## src/rtl/fetch_pkg.sv

```systemverilog
// Shared constants and state encoding for the instruction-fetch sequencer.
package fetch_pkg;

   localparam int WORD_W      = 32;
   localparam int ADDR_W_DEF  = 9;
   localparam int TIMEOUT_DEF = 16;

   typedef enum logic [2:0] {
      S_IDLE = 3'd0,
      S_ADDR = 3'd1,
      S_READ = 3'd2,
      S_INC  = 3'd3,
      S_DONE = 3'd4
   } state_t;

endpackage

```

## src/rtl/fetch_seq.sv

```systemverilog
// Instruction-fetch sequencer: PC -> MAR, memory read handshake with timeout,
// IR latch, then a one-cycle PC increment strobe and a done pulse.
module fetch_seq
   import fetch_pkg::*;
#(
   parameter int ADDR_W  = ADDR_W_DEF,
   parameter int TIMEOUT = TIMEOUT_DEF
) (
   input  logic              clk,
   input  logic              clr,
   input  logic              start,
   input  logic              flush,
   input  logic [WORD_W-1:0] pc_in,
   input  logic [WORD_W-1:0] mem_data,
   input  logic              mem_rdy,
   output logic [ADDR_W-1:0] mem_addr,
   output logic              mem_rd,
   output logic [WORD_W-1:0] ir_out,
   output logic              pc_inc,
   output logic              busy,
   output logic              done,
   output logic              err
);

   localparam int CNT_W = $clog2(TIMEOUT + 1);
   localparam logic [CNT_W-1:0] CNT_LAST = CNT_W'(TIMEOUT - 1);

   state_t           state, nxt;
   logic [CNT_W-1:0] cnt;
   logic             expired;
   logic             unused_pc;

   // Memory is word addressed; only the low ADDR_W bits of the PC reach the MAR.
   assign unused_pc = ^pc_in[WORD_W-1:ADDR_W];
   assign expired   = (cnt == CNT_LAST);

   always_comb begin
      nxt = state;
      case (state)
         S_IDLE: if (start && !flush) nxt = S_ADDR;
         S_ADDR: nxt = flush ? S_IDLE : S_READ;
         S_READ: begin
            if (flush)        nxt = S_IDLE;
            else if (mem_rdy) nxt = S_INC;
            else if (expired) nxt = S_IDLE;
         end
         S_INC:  nxt = flush ? S_IDLE : S_DONE;
         S_DONE: nxt = S_IDLE;
         default: nxt = S_IDLE;
      endcase
   end

   always_ff @(posedge clk) begin
      if (clr) begin
         state    <= S_IDLE;
         cnt      <= '0;
         mem_addr <= '0;
         ir_out   <= '0;
         err      <= 1'b0;
      end else begin
         state <= nxt;
         case (state)
            S_IDLE: if (start && !flush) err <= 1'b0;
            S_ADDR: begin
               mem_addr <= pc_in[ADDR_W-1:0];
               cnt      <= '0;
            end
            S_READ: begin
               cnt <= cnt + 1'b1;
               // Flush beats a completing read; a completing read beats timeout.
               if (!flush) begin
                  if (mem_rdy)      ir_out <= mem_data;
                  else if (expired) err    <= 1'b1;
               end
            end
            default: ;
         endcase
      end
   end

   // Strobes decode the state register alone so no input reaches them combinationally.
   assign mem_rd = (state == S_READ);
   assign pc_inc = (state == S_INC);
   assign done   = (state == S_DONE);
   assign busy   = (state != S_IDLE);

endmodule

```

## config.mk

```make
export PLATFORM = sky130hd
export DESIGN_NAME = fetch_seq
export DESIGN_NICKNAME = d
export VERILOG_FILES = /design/src/rtl/fetch_pkg.sv /design/src/rtl/fetch_seq.sv
export SDC_FILE = /design/constraint.sdc
export NUM_CORES = 1
export LEC_CHECK = 0
export BUFFER_PORTS_ARGS = -buffer_cell sky130_fd_sc_hd__buf_2
export CORE_UTILIZATION = 45
export DETAILED_ROUTE_END_ITERATION = 8
export HOLD_SLACK_MARGIN = 0.06
export PLACE_DENSITY = 0.79
export SLEW_MARGIN = 20
export SYNTH_ARGS = -nofsm -noshare
export SYNTH_HDL_FRONTEND = slang
export SYNTH_SLANG_ARGS = --single-unit
```

## constraint.sdc

```tcl
create_clock -name clk -period 2 [get_ports clk]
set_input_delay 0.4 -clock clk [delete_from_list [all_inputs] [get_ports clk]]
set_output_delay 0.4 -clock clk [all_outputs]
set_load 0.02 [all_outputs]
```

### Word-level counts from Yosys, hierarchy flattened

Index checks and enable logic that the tools add are counted.

* input port bits: 69
* output and inout port bits: 46
* word-level logic and storage cells: 39
* flip-flop bits (word level): 50

* equality and inequality tests: 10
* bitwise gates (word level): 1
* muxes and demuxes: 13
* $add $sub $neg: 1
* reduce and logical (&&, ||, !) cells: 9

Operator list (count)
* $mux W3: 5
* $pmux W3 S4: 1
* $pmux W5 S2: 1
* $eq A3 B2 Y1 const B: 2
* $ne A2 B2 Y1 const B: 3
* $add A5 B1 Y5 const B: 1
* $eq A5 B4 Y1 const B: 1
* $reduce_and A5 Y1: 1
* $mux W1: 4
* $ne A4 B3 Y1 const B: 1
* $reduce_bool A2 Y1: 2
* $eq A3 B1 Y1 const B: 1
* $eq A3 B3 Y1 const B: 1
* $logic_not A3 Y1: 1
* $reduce_and A3 Y1: 1
* $reduce_bool A3 Y1: 1
* $mux W2: 1
* $ne A2 B1 Y1 const B: 1
* $pmux W1 S2: 1
* $reduce_and A2 Y1: 1
* $logic_and A1 B1 Y1: 1
* $logic_not A1 Y1: 1
* $not A1 Y1: 1

### Longest topological paths before layout

Gate-level depths: netlist (run 1).

* depth after elaboration: 5
* depth in mapped cells: 6
* depth with buffers taken out: 6

### Worst setup path after synthesis (run 1)

Ideal clock, no wire load.

* path kind: flip-flop to flip-flop
* start point: reg cnt[0]
* end point: reg cnt[4]
* arrival: 1357 ps
* setup slack: 556 ps
* path buffers: 0
* clock period less this slack: 1444 ps
* cell stages (with the launch flop): 6
* required time: 1913 ps
* setup time: 87 ps
* cell sequence: dfxtp_1 -> ha_1 -> and3_1 -> ha_1 -> or3_1 -> o31ai_1

* word-level cells in the longest chain between the ends: 2

RTL lines
* start, declared: RTL line fetch_seq.sv:29 `logic [CNT_W-1:0] cnt;`
* start signal, assigned: RTL line fetch_seq.sv:69 `cnt <= cnt + 1'b1;`
* $add A5 B1 Y5: RTL line fetch_seq.sv:69
* $pmux W5 S2: RTL line fetch_seq.sv:62 `case (state)`

Every way passes these cells.
A chain may end at the register's enable or synchronous reset.

### Final worst setup path (run 1)

* start point: reg state[0]
* end point: out mem_rd

* word-level cells in the longest chain between the ends: 1

RTL lines
* start, declared: RTL line fetch_seq.sv:28 `state_t state, nxt;`
* start signal, assigned: RTL line fetch_seq.sv:61 `state <= nxt;`
* $eq A3 B2 Y1: RTL line fetch_seq.sv:82 `assign mem_rd = (state == S_READ);`
* end, declared: RTL line fetch_seq.sv:17 `output logic mem_rd,`

Every way passes these cells.

==> metrics.log, run 1 <==
[metrics] part of the total power dissipated in combinational logic: 0.087
[metrics] start point of the worst min-delay path: flush
[metrics] pin count of the biggest net entering global routing: 33
[metrics] number of antenna repair diodes: 0
[metrics] number of flip-flops and latches in the synthesized netlist: 50
[metrics] pre-CTS worst setup slack: a little over 0.4 ns
[metrics] Fillers: approximately 420
[metrics] final design utilization: 0.599
[metrics] net switching fraction of the power: 0.220
[metrics] Flop pwr share: 0.542
[metrics] P_int: approximately 1.5 mW
[metrics] FF/Latch Area: around 1000 µm²
[metrics] worst min-delay path endpoint: state[1]
[metrics] count of flip-flops with a built-in enable after synthesis: 0
[metrics] WL/cell: about 11 µm
[metrics] post-route total power: approximately 1.9 mW
[metrics] horizontal die dimension: between 70 and 80 µm
[metrics] status: completed
[metrics] die height: 72.9 µm
[metrics] standard cell core area: 4790 µm²
[metrics] relative slew slack: 0.609
[metrics] final weighted congestion of routability-driven global placement: approximately 0.81
[metrics] count of unresolved DRC violations after routing: 0
[metrics] CTS H-tree lvls: 2
[metrics] data arrival at the endpoint of the critical path: between 1 and 1.5 ns
[metrics] finished layout cell area: around 2900 µm²
[metrics] area of combinational cells with multiple inputs: 1150 µm²
[metrics] CTS Root Buffer Type: sky130_fd_sc_hd__clkbuf_8
[metrics] Worst Hold Path Cells: 2
[metrics] CP endpoint kind: primary output
[metrics] wire length of the first global-routing pass: slightly above 7 mm
[metrics] primary flip-flop cell chosen by synthesis mapping: sky130_fd_sc_hd__dfxtp_1
[metrics] count leader, synth: sky130_fd_sc_hd__nand2b_1
[metrics] number of synthesis warnings: 0
[metrics] initial antenna violation count: 0
[metrics] Synth area leaders: sky130_fd_sc_hd__dfxtp_1 44%, sky130_fd_sc_hd__nand2b_1 18%, sky130_fd_sc_hd__mux2i_1 14%
[metrics] synth-to-layout area growth: 26.9%
[metrics] met2 track utilization from global routing: 0.308
[metrics] Final Hold Violating Endpoints: 0
[metrics] fin crit share: 0.918
[metrics] Syn Area/Cell: approximately 9.7 µm²
[metrics] overall routed net length: between 4 and 5 mm
[metrics] final instance count without filler cells: between 300 and 400
[metrics] post-synth design cell area: between 2000 and 2500 µm²
[metrics] reg2reg end: cnt[4]
[metrics] instance count of the mapped netlist: between 200 and 250
[metrics] global-route total usage across every layer: 0.173
[metrics] Peak supply drop: slightly above 500 µV
[metrics] vias in the first global route: 1720
[metrics] worst-case reg-to-reg path depth: 5
[metrics] required time of the critical path: between 1.5 and 2 ns
[metrics] via density per instance: around 4.8
[metrics] pwr dens: roughly 650 nW/µm²
[metrics] area of the die: 5310 µm²
[metrics] Final ANT Viol Nets: 0
[metrics] clock latency on the worst-skew pair: between 0.2 and 0.3 ns
[metrics] standard-cell row count: 25
[metrics] via count of the routed design: between 1500 and 2000
[metrics] DPL Wire Length: ~3.1 mm
[metrics] cell area after placement: between 2000 and 3000 µm²
[metrics] Placed Instances: 380
[metrics] Post-synth top cells: 66 x sky130_fd_sc_hd__nand2b_1, 50 x sky130_fd_sc_hd__dfxtp_1, 32 x sky130_fd_sc_hd__mux2i_1
[metrics] clock slew seen by the registers of the worst setup and hold paths: about 0.090 ns
[metrics] Post-CTS Hold Buffers: 0
[metrics] Worst Hold Class: in2reg
[metrics] share of synthesized registers carrying an async set or reset: 0
[metrics] minimum setup slack in the final design: 0.165 ns
[metrics] Synthesized Nets: a little over 300
[metrics] gr busiest metal: met2
[metrics] r2r startpoint: cnt[0]
[metrics] Critical Setup Path Class: reg2out
[metrics] max-slew violations: 0
[metrics] global route overflow: 0
[metrics] TritonCTS Sinks: 50
[metrics] number of nets in the finished design: between 300 and 400
[metrics] type of origin of the critical path: flip-flop
[metrics] proportion of synthesized chip area in sequential cells: 0.443
[metrics] Clk pwr share: 0.372
[metrics] final critical-path required period: ~1.8 ns
[metrics] starting utilization of the core area: 0.472
[metrics] routing usage on met3: 0.0483
[metrics] ports placed on the boundary: 115
[metrics] First-pass DRT Iterations: 4
[metrics] switching power: roughly 410 µW
[metrics] top cell type's share of synthesized area: 0.443
[metrics] IO Port Bufs: 91
[metrics] met1 track utilization from global routing: 0.202
[metrics] setup repair after global routing missed its margin: false
[metrics] Critical Path Fanout Max: 10
[metrics] Distinct cells, synth: 35
[metrics] count of maximum capacitance violations: 0
[metrics] cell taking the most area after synthesis: sky130_fd_sc_hd__dfxtp_1
[metrics] static leakage: roughly 1.2 nW
[metrics] Worst Hold Slack: 0.295 ns
[metrics] final number of setup-violating endpoints: 0
[metrics] worst reg2reg setup slack: 0.46 ns
[metrics] maximum buffer depth of the clock tree: 2
[metrics] timing-limited maximum frequency: about 0.54 GHz
[metrics] number of clock buffers inserted by TritonCTS: 5
[metrics] final setup skew: 0.00600 ns
[metrics] transition time at the pin with the least slew margin: ~0.6 ns
[metrics] share of layout cells above drive strength 1: 0.346
[metrics] setup TNS after final layout: 0 ns
[metrics] violation count after the first detailed-routing iteration: 54
[metrics] clock tree from TritonCTS: built
registers in the layout, summed over array words and instances (netlist names):
name / count
err: 1
ir_out: 32
state: 3
mem_addr: 9
cnt: 5
layer usage:
layer  wire length [µm]  share of wire
met5                  0              0
met3                243          0.056
met2               2090           0.48
met4                 39         0.0089
met1               2000           0.46
kinds of logic after synthesis:
group           count (synthesis)  share of synthesized area
fa+ha+maj                       2                     0.0111
simple gates                  108                      0.297
flops                          50                      0.443
buf+inv                        20                     0.0493
mux                            32                      0.142
compound gates                 21                     0.0576
power groups by stage:
stage | Combinational, mW | Clock [mW] | Sequential [mW]
5_1_grt | 0.178 | 0.760 | 1.02
2_1_floorplan | 0.0865 | 0 | 1.05
3_5_place_dp | 0.164 | 0 | 1.04
6_report | 0.162 | 0.695 | 1.01
3_3_place_gp | 0.160 | 0 | 1.04
4_1_cts | 0.164 | 0.720 | 1.01
worst max path at each step:
stage	start	end	slack (ns)	cells after the start
after global routing	state[0]	mem_rd	0.08	3
after detailed placement	flush	ir_out[4]	0.40	5
after global placement	state[0]	mem_rd	0.41	3
after CTS	state[0]	mem_rd	0.07	3
after floorplan	cnt[0]	cnt[4]	0.56	5
final	state[0]	mem_rd	0.16	3
critical path, cell delays in order (launching register included):
cell	delay [ns]
sky130_fd_sc_hd__dfxtp_1	0.42
sky130_fd_sc_hd__or3b_4	0.46
sky130_fd_sc_hd__inv_2	0.10
sky130_fd_sc_hd__buf_2	0.16
layout by cell type, fill, tap and decap left out, types with 2 or more instances in the layout:
cell	netlist	routed
sky130_fd_sc_hd__buf_4	0	5
sky130_fd_sc_hd__o21ai_0	2	2
sky130_fd_sc_hd__nand3b_1	2	2
sky130_fd_sc_hd__inv_1	2	2
sky130_fd_sc_hd__a21oi_1	12	12
sky130_fd_sc_hd__dfxtp_1	50	50
sky130_fd_sc_hd__nand2b_1	66	66
sky130_fd_sc_hd__ha_1	2	2
sky130_fd_sc_hd__or3_1	3	3
sky130_fd_sc_hd__clkinv_2	0	2
sky130_fd_sc_hd__mux2i_1	32	32
sky130_fd_sc_hd__nand2_1	20	20
sky130_fd_sc_hd__buf_2	5	91
sky130_fd_sc_hd__nor3_1	2	2
sky130_fd_sc_hd__clkbuf_8	0	5
sky130_fd_sc_hd__o31ai_1	2	2
repair_timing:
action | CTS | global route
resized for setup | 0 | 1
buffers inserted | 0 | 0
setup endpoints to repair | 0 | 1
final cells by class:
| class | count | area share |
|---|---|---|
| Sequential cell | 50 | 0.349 |
| Clock inverter | 3 | 0.0140 |
| Timing Repair Buffer | 97 | 0.179 |
| Inverter | 3 | 0.00393 |
| Multi-Input combinational cell | 163 | 0.401 |
| Tap cell | 67 | 0.0292 |
| Clock buffer | 5 | 0.0240 |
(Power assumes the default switching activity.)
==> inputs of run 2 (changes only) <==
CELL_PAD_IN_SITES_DETAIL_PLACEMENT = 1   (was unset)
CELL_PAD_IN_SITES_GLOBAL_PLACEMENT = 1   (was unset)
CORE_UTILIZATION = 32   (was 45)
PLACE_DENSITY = unset   (was 0.79)
PLACE_DENSITY_LB_ADDON = 0.1   (was unset)
==> metrics.log, run 2 (same netlist as run 1, synthesis figures left out) <==
[metrics] global-route total usage across every layer: 0.142 (was 0.173)
[metrics] CTS H-tree lvls: 2 (unchanged)
[metrics] pre-CTS worst setup slack: 0.310 ns (was 0.402 ns)
[metrics] DPL Wire Length: 3.72 mm (was 3.10 mm)
[metrics] largest reg by FF count: ir_out (unchanged)
[metrics] global route overflow: 0 (unchanged)
[metrics] number of clock buffers inserted by TritonCTS: 5 (unchanged)
[metrics] timing-limited maximum frequency: 0.537 GHz (was 0.545 GHz)
[metrics] Critical Setup Path Class: reg2out (unchanged)
[metrics] IO Port Bufs: 91 (unchanged)
[metrics] pwr dens: 618 nW/µm² (was 652 nW/µm²)
[metrics] Post-CTS Hold Buffers: 0 (unchanged)
[metrics] Post-CTS Repair Setup Buffers: 0 (unchanged)
[metrics] initial antenna violation count: 0 (unchanged)
[metrics] final number of setup-violating endpoints: 0 (unchanged)
[metrics] count of unresolved DRC violations after routing: 0 (unchanged)
[metrics] met1 track utilization from global routing: 0.174 (was 0.202)
[metrics] routing usage on met3: 0.0366 (was 0.0483)
[metrics] clock slew seen by the registers of the worst setup and hold paths: 0.09 ns (about the same)
[metrics] CTS Root Buffer Type: sky130_fd_sc_hd__clkbuf_8 (unchanged)
[metrics] setup repair after global routing missed its margin: false (unchanged)
[metrics] count of maximum capacitance violations: 0 (unchanged)
[metrics] setup TNS after final layout: 0 ns (unchanged)
[metrics] number of nets in the finished design: 391 (unchanged)
[metrics] gr busiest metal: met2 (unchanged)
[metrics] final critical-path required period: 1.86 ns (was 1.84 ns)
[metrics] starting utilization of the core area: 0.333 (was 0.472)
[metrics] final weighted congestion of routability-driven global placement: 0.703 (was 0.807)
[metrics] Largest regs: ir_out x32, mem_addr x9, cnt x5 (unchanged)
[metrics] die height: 86.0 µm (was 72.9 µm)
[metrics] standard-cell row count: 30 (was 25)
[metrics] share of layout cells above drive strength 1: 0.343 (was 0.346)
[metrics] pin count of the biggest net entering global routing: 42 (was 33)
[metrics] Peak supply drop: 247 µV (was 513 µV)
[metrics] minimum setup slack in the final design: 0.137 ns (was 0.165 ns)
[metrics] CP Launch Point: state[2] (was state[0])
[metrics] TritonCTS Sinks: 50 (unchanged)
[metrics] wire length of the first global-routing pass: 8.51 mm (was 7.28 mm)
[metrics] ports placed on the boundary: 115 (unchanged)
[metrics] type of origin of the critical path: flip-flop (unchanged)
[metrics] max reg flops: 32 (unchanged)
[metrics] vias in the first global route: 1818 (was 1720)
[metrics] Final Hold Violating Endpoints: 0 (unchanged)
[metrics] maximum buffer depth of the clock tree: 2 (unchanged)
[metrics] via density per instance: 4.47 (was 4.76)
[metrics] start point of the worst min-delay path: flush (unchanged)
[metrics] most frequent standard cell in the layout excluding fill and tap cells: sky130_fd_sc_hd__buf_2 (unchanged)
[metrics] via count of the routed design: 1864 (was 1846)
[metrics] r2r startpoint: state[0] (was cnt[0])
[metrics] Critical Path Fanout Max: 12 (was 10)
[metrics] synth-to-layout area growth: 27.7% (was 26.9%)
[metrics] overall routed net length: 5.14 mm (was 4.37 mm)
[metrics] clock latency on the worst-skew pair: 0.30 ns (was 0.29 ns)
[metrics] highest-count cells in the layout ignoring fill and taps: 91 x sky130_fd_sc_hd__buf_2, 66 x sky130_fd_sc_hd__nand2b_1, 49 x sky130_fd_sc_hd__dfxtp_1 (was 91 x sky130_fd_sc_hd__buf_2, 66 x sky130_fd_sc_hd__nand2b_1, 50 x sky130_fd_sc_hd__dfxtp_1)
[metrics] status: completed (unchanged)
[metrics] violation count after the first detailed-routing iteration: 26 (was 54)
[metrics] transition time at the pin with the least slew margin: 0.447 ns (was 0.584 ns)
[metrics] number of antenna repair diodes: 0 (unchanged)
[metrics] Worst Hold Slack: 0.278 ns (was 0.295 ns)
[metrics] max-slew violations: 0 (unchanged)
[metrics] CP endpoint kind: primary output (unchanged)
[metrics] horizontal die dimension: 86.0 µm (was 72.9 µm)
[metrics] clock tree from TritonCTS: built (unchanged)
[metrics] First-pass DRT Iterations: 4 (unchanged)
[metrics] final setup skew: 0.00932 ns (was 0.00600 ns)
[metrics] static leakage: 1.23 nW (was 1.25 nW)
[metrics] WL/cell: 12.3 µm (was 11.3 µm)
[metrics] Fillers: 826 (was 417)
[metrics] standard cell core area: 6790 µm² (was 4790 µm²)
[metrics] Final ANT Viol Nets: 0 (unchanged)
[metrics] met2 track utilization from global routing: 0.245 (was 0.308)
[metrics] relative slew slack: 0.702 (was 0.609)
[metrics] data arrival at the endpoint of the critical path: 1.46 ns (was 1.44 ns)
[metrics] required time of the critical path: 1.60 ns (about the same)
[metrics] Worst Hold Class: in2reg (unchanged)
[metrics] fin crit share: 0.932 (was 0.918)
[metrics] area of the die: 7400 µm² (was 5310 µm²)
## run 2: final cells by class
type                    count  area (µm²)  share of cell area
multi-input cells         163        1150               0.398
clock buffers               7        86.3              0.0299
flip-flops and latches     50        1000               0.347
inverters                   3        11.3             0.00390
repair buffers             97         513               0.178
well taps                  96         120              0.0416
clock inverters             1        5.00             0.00173
## run 2: what timing repair did
| item | 4_1_cts | 5_1_grt |
|---|---|---|
| setup endpoints to repair | 0 | 1 |
| endpoints found under the hold margin | 0 | 0 |
| resized for setup | 0 | 1 |
## run 2: report_power, final
part	switching, mW	internal (mW)	total [mW]	leakage (nW)
logic	0.0796	0.0861	0.166	0.782
clock network	0.322	0.280	0.602	0.0482
registers	0.00896	1.01	1.01	0.404
## run 2: worst paths after layout
path	to	slack, ns	cells after the start
hold / removal	state[1]	0.28	2
setup reg to reg	cnt[4]	0.46	3
setup / recovery	mem_rd	0.14	3
hold reg to reg	mem_addr[1]	0.46	2
## run 2: metrics by stage
stage	cells	total power, mW	area (µm²)	utilization
2_1_floorplan	233	1.13	2260	-
3_5_place_dp	409	1.21	2790	0.411
3_3_place_gp	409	1.20	2790	0.411
6_report	417	1.78	2890	0.425
4_1_cts	417	1.83	2880	0.424
5_1_grt	417	1.88	2890	0.425
## run 2: layer usage
metal / up-vias / wire (µm)
met5: - / 0
met4: 0 / 45
met3: 4 / 312
met2: 58 / 2410
met1: 857 / 2370
li1: 945 / -
## run 2: critical path, cell delays in order (launching register included)
cell and delay (ns):
sky130_fd_sc_hd__dfxtp_1 0.44, sky130_fd_sc_hd__or3b_1 0.46, sky130_fd_sc_hd__inv_2 0.10, sky130_fd_sc_hd__buf_2 0.16
==> inputs of run 3 (changes only) <==
SETUP_SLACK_MARGIN = 0.4   (was unset)
==> metrics.log, run 3 (same netlist as run 1, synthesis figures left out) <==
[metrics] number of clock buffers inserted by TritonCTS: 5 (unchanged)
[metrics] required time of the critical path: 1.60 ns (about the same)
[metrics] worst reg2reg setup slack: 0.52 ns (was 0.46 ns)
[metrics] switching power: 413 µW (was 411 µW)
[metrics] via count of the routed design: 1886 (was 1864)
[metrics] largest reg by FF count: ir_out (unchanged)
[metrics] data arrival at the endpoint of the critical path: 1.25 ns (was 1.46 ns)
[metrics] global-route total usage across every layer: 0.147 (was 0.142)
[metrics] CP endpoint kind: primary output (unchanged)
[metrics] max-slew violations: 0 (unchanged)
[metrics] CTS Root Buffer Type: sky130_fd_sc_hd__clkbuf_8 (unchanged)
[metrics] net switching fraction of the power: 0.230 (about the same)
[metrics] static leakage: 1.29 nW (was 1.23 nW)
[metrics] starting utilization of the core area: 0.333 (unchanged)
[metrics] horizontal die dimension: 86.0 µm (unchanged)
[metrics] Max stage delay on crit path: 0.40 ns (was 0.46 ns)
[metrics] status: completed (unchanged)
[metrics] final instance count without filler cells: 424 (was 417)
[metrics] fin crit share: 0.826 (was 0.932)
[metrics] share of layout cells above drive strength 1: 0.390 (was 0.343)
[metrics] TritonCTS Sinks: 50 (unchanged)
[metrics] timing-limited maximum frequency: 0.605 GHz (was 0.537 GHz)
[metrics] max reg flops: 32 (unchanged)
[metrics] WL/cell: 12.4 µm (was 12.3 µm)
[metrics] number of nets in the finished design: 398 (was 391)
[metrics] CP bufs+invs: 2 (unchanged)
[metrics] category of cells accounting for the largest share of critical-path delay: simple AND/OR/NAND/NOR gates (unchanged)
[metrics] standard cell core area: 6790 µm² (unchanged)
[metrics] chain of cells forming the critical path: or3b_4, inv_2, buf_6 (was or3b_1, inv_2, buf_2)
[metrics] Worst Hold Slack: 0.286 ns (was 0.278 ns)
[metrics] area of the die: 7400 µm² (unchanged)
[metrics] pin count of the biggest net entering global routing: 42 (unchanged)
[metrics] count of unresolved DRC violations after routing: 0 (unchanged)
[metrics] start point of the worst min-delay path: flush (unchanged)
[metrics] reg2reg end: cnt[4] (unchanged)
[metrics] clock tree from TritonCTS: built (unchanged)
[metrics] Critical Path Fanout Max: 4 (was 12)
[metrics] Peak supply drop: 246 µV (was 247 µV)
[metrics] part of the total power dissipated in combinational logic: 0.101 (was 0.093)
[metrics] Worst Hold Path Cells: 2 (unchanged)
[metrics] final setup skew: 0.00794 ns (was 0.00932 ns)
[metrics] Worst path slowest cell: sky130_fd_sc_hd__or3b_4 (was sky130_fd_sc_hd__or3b_1)
[metrics] die height: 86.0 µm (unchanged)
[metrics] IO Port Bufs: 91 (unchanged)
[metrics] Placed Instances: 409 (unchanged)
[metrics] initial antenna violation count: 0 (unchanged)
[metrics] Clk pwr share: 0.335 (was 0.338)
[metrics] Largest regs: ir_out x32, mem_addr x9, cnt x5 (unchanged)
[metrics] P_int: 1.38 mW (was 1.37 mW)
[metrics] DPL Wire Length: 3.72 mm (unchanged)
[metrics] r2r startpoint: cnt[0] (was state[0])
[metrics] CTS H-tree lvls: 2 (unchanged)
[metrics] Fillers: 817 (was 826)
[metrics] Flop pwr share: 0.563 (was 0.569)
[metrics] maximum buffer depth of the clock tree: 2 (unchanged)
[metrics] Final ANT Viol Nets: 0 (unchanged)
[metrics] pwr dens: 595 nW/µm² (was 618 nW/µm²)
[metrics] transition time at the pin with the least slew margin: 0.400 ns (was 0.447 ns)
[metrics] overall routed net length: 5.27 mm (was 5.14 mm)
[metrics] worst-case reg-to-reg path depth: 5 (was 3)
[metrics] final design utilization: 0.443 (was 0.425)
[metrics] vias in the first global route: 1865 (was 1818)
[metrics] final critical-path required period: 1.65 ns (was 1.86 ns)
[metrics] ports placed on the boundary: 115 (unchanged)
[metrics] via density per instance: 4.45 (was 4.47)
[metrics] worst min-delay path endpoint: state[1] (unchanged)
[metrics] relative slew slack: 0.733 (was 0.702)
[metrics] clock slew seen by the registers of the worst setup and hold paths: 0.09 ns (about the same)
[metrics] highest-count cells in the layout ignoring fill and taps: 87 x sky130_fd_sc_hd__buf_2, 66 x sky130_fd_sc_hd__nand2b_1, 46 x sky130_fd_sc_hd__dfxtp_1 (was 91 x sky130_fd_sc_hd__buf_2, 66 x sky130_fd_sc_hd__nand2b_1, 49 x sky130_fd_sc_hd__dfxtp_1)
[metrics] global route overflow: 0 (unchanged)
[metrics] Final Hold Violating Endpoints: 0 (unchanged)
[metrics] final number of setup-violating endpoints: 0 (unchanged)
[metrics] most frequent standard cell in the layout excluding fill and tap cells: sky130_fd_sc_hd__buf_2 (unchanged)
[metrics] First-pass DRT Iterations: 4 (unchanged)
[metrics] count of maximum capacitance violations: 0 (unchanged)
[metrics] clock latency on the worst-skew pair: 0.30 ns (about the same)
[metrics] CP Launch Point: state[0] (was state[2])
[metrics] Worst Hold Class: in2reg (unchanged)
[metrics] violation count after the first detailed-routing iteration: 28 (was 26)
[metrics] wire length of the first global-routing pass: 8.80 mm (was 8.51 mm)
[metrics] finished layout cell area: 3010 µm² (was 2890 µm²)
[metrics] Critical Setup Path Class: reg2out (unchanged)
[metrics] cell area after placement: 2790 µm² (unchanged)
[metrics] synth-to-layout area growth: 33.3% (was 27.7%)
[metrics] setup TNS after final layout: 0 ns (unchanged)
[metrics] final weighted congestion of routability-driven global placement: 0.703 (unchanged)
[metrics] type of origin of the critical path: flip-flop (unchanged)
[metrics] number of antenna repair diodes: 0 (unchanged)
[metrics] setup repair after global routing missed its margin: true (was false)
[metrics] standard-cell row count: 30 (unchanged)
[run 3: worst register-to-register path: cells and delay by family, from the launching register on]
kind / cells / cell delay (ns)
simple gates: 2 / 0.54
fa+ha+maj: 2 / 0.44
compound gates: 1 / 0.07
flops: 1 / 0.34
[run 3: how the worst max path moves through the flow]
stage / endpoint / slack [ns] / depth (start not counted)
after global placement: ir_out[2] / 0.37 / 5
after global routing: mem_rd / 0.31 / 3
after floorplan: cnt[4] / 0.56 / 5
after detailed placement: ir_out[12] / 0.31 / 5
after CTS: mem_rd / 0.34 / 3
final: mem_rd / 0.35 / 3
[run 3: what timing repair did]
| action | CTS | global route |
|---|---|---|
| gates resized for setup | 18 | 9 |
| pin swaps | 1 | 2 |
| setup buffers | 6 | 1 |
| hold buffers | 0 | 0 |
| endpoints found under the setup margin | 25 | 8 |
[run 3: per-stage QoR]
| stage | power, mW | setup slack, ns |
|---|---|---|
| finish | 1.79 | 0.347 |
| global route | 1.90 | 0.307 |
| CTS | 1.83 | 0.336 |
| detailed placement | 1.21 | 0.310 |
| global placement | 1.20 | 0.369 |
| floorplan | 1.13 | 0.556 |
[run 3: power groups by stage]
stage,combinational [mW],clock [mW],sequential (mW)
CTS,0.182,0.643,1.01
global route,0.200,0.684,1.01
floorplan,0.0865,0,1.05
finish,0.182,0.601,1.01
detailed placement,0.169,0,1.04
global placement,0.165,0,1.04
[run 3: layout make-up]
class                           count  area (µm²)  share of cell area
Inverter                            3        11.3             0.00374
Tap cell                           96         120              0.0399
Clock inverter                      1        5.00             0.00166
Multi-Input combinational cell    163        1170               0.390
Timing Repair Buffer              104         602               0.200
Clock buffer                        7        86.3              0.0287
Sequential cell                    50        1010               0.336
[run 3: metal layers]
| layer | GRT usage | vias to the layer above | part of all wire |
|---|---|---|---|
| met5 | 0 | - | 0 |
| met4 | 0.0409 | 0 | 0.0085 |
| met3 | 0.0366 | 4 | 0.060 |
| met2 | 0.255 | 60 | 0.48 |
| met1 | 0.180 | 863 | 0.45 |
| li1 | - | 959 | - |
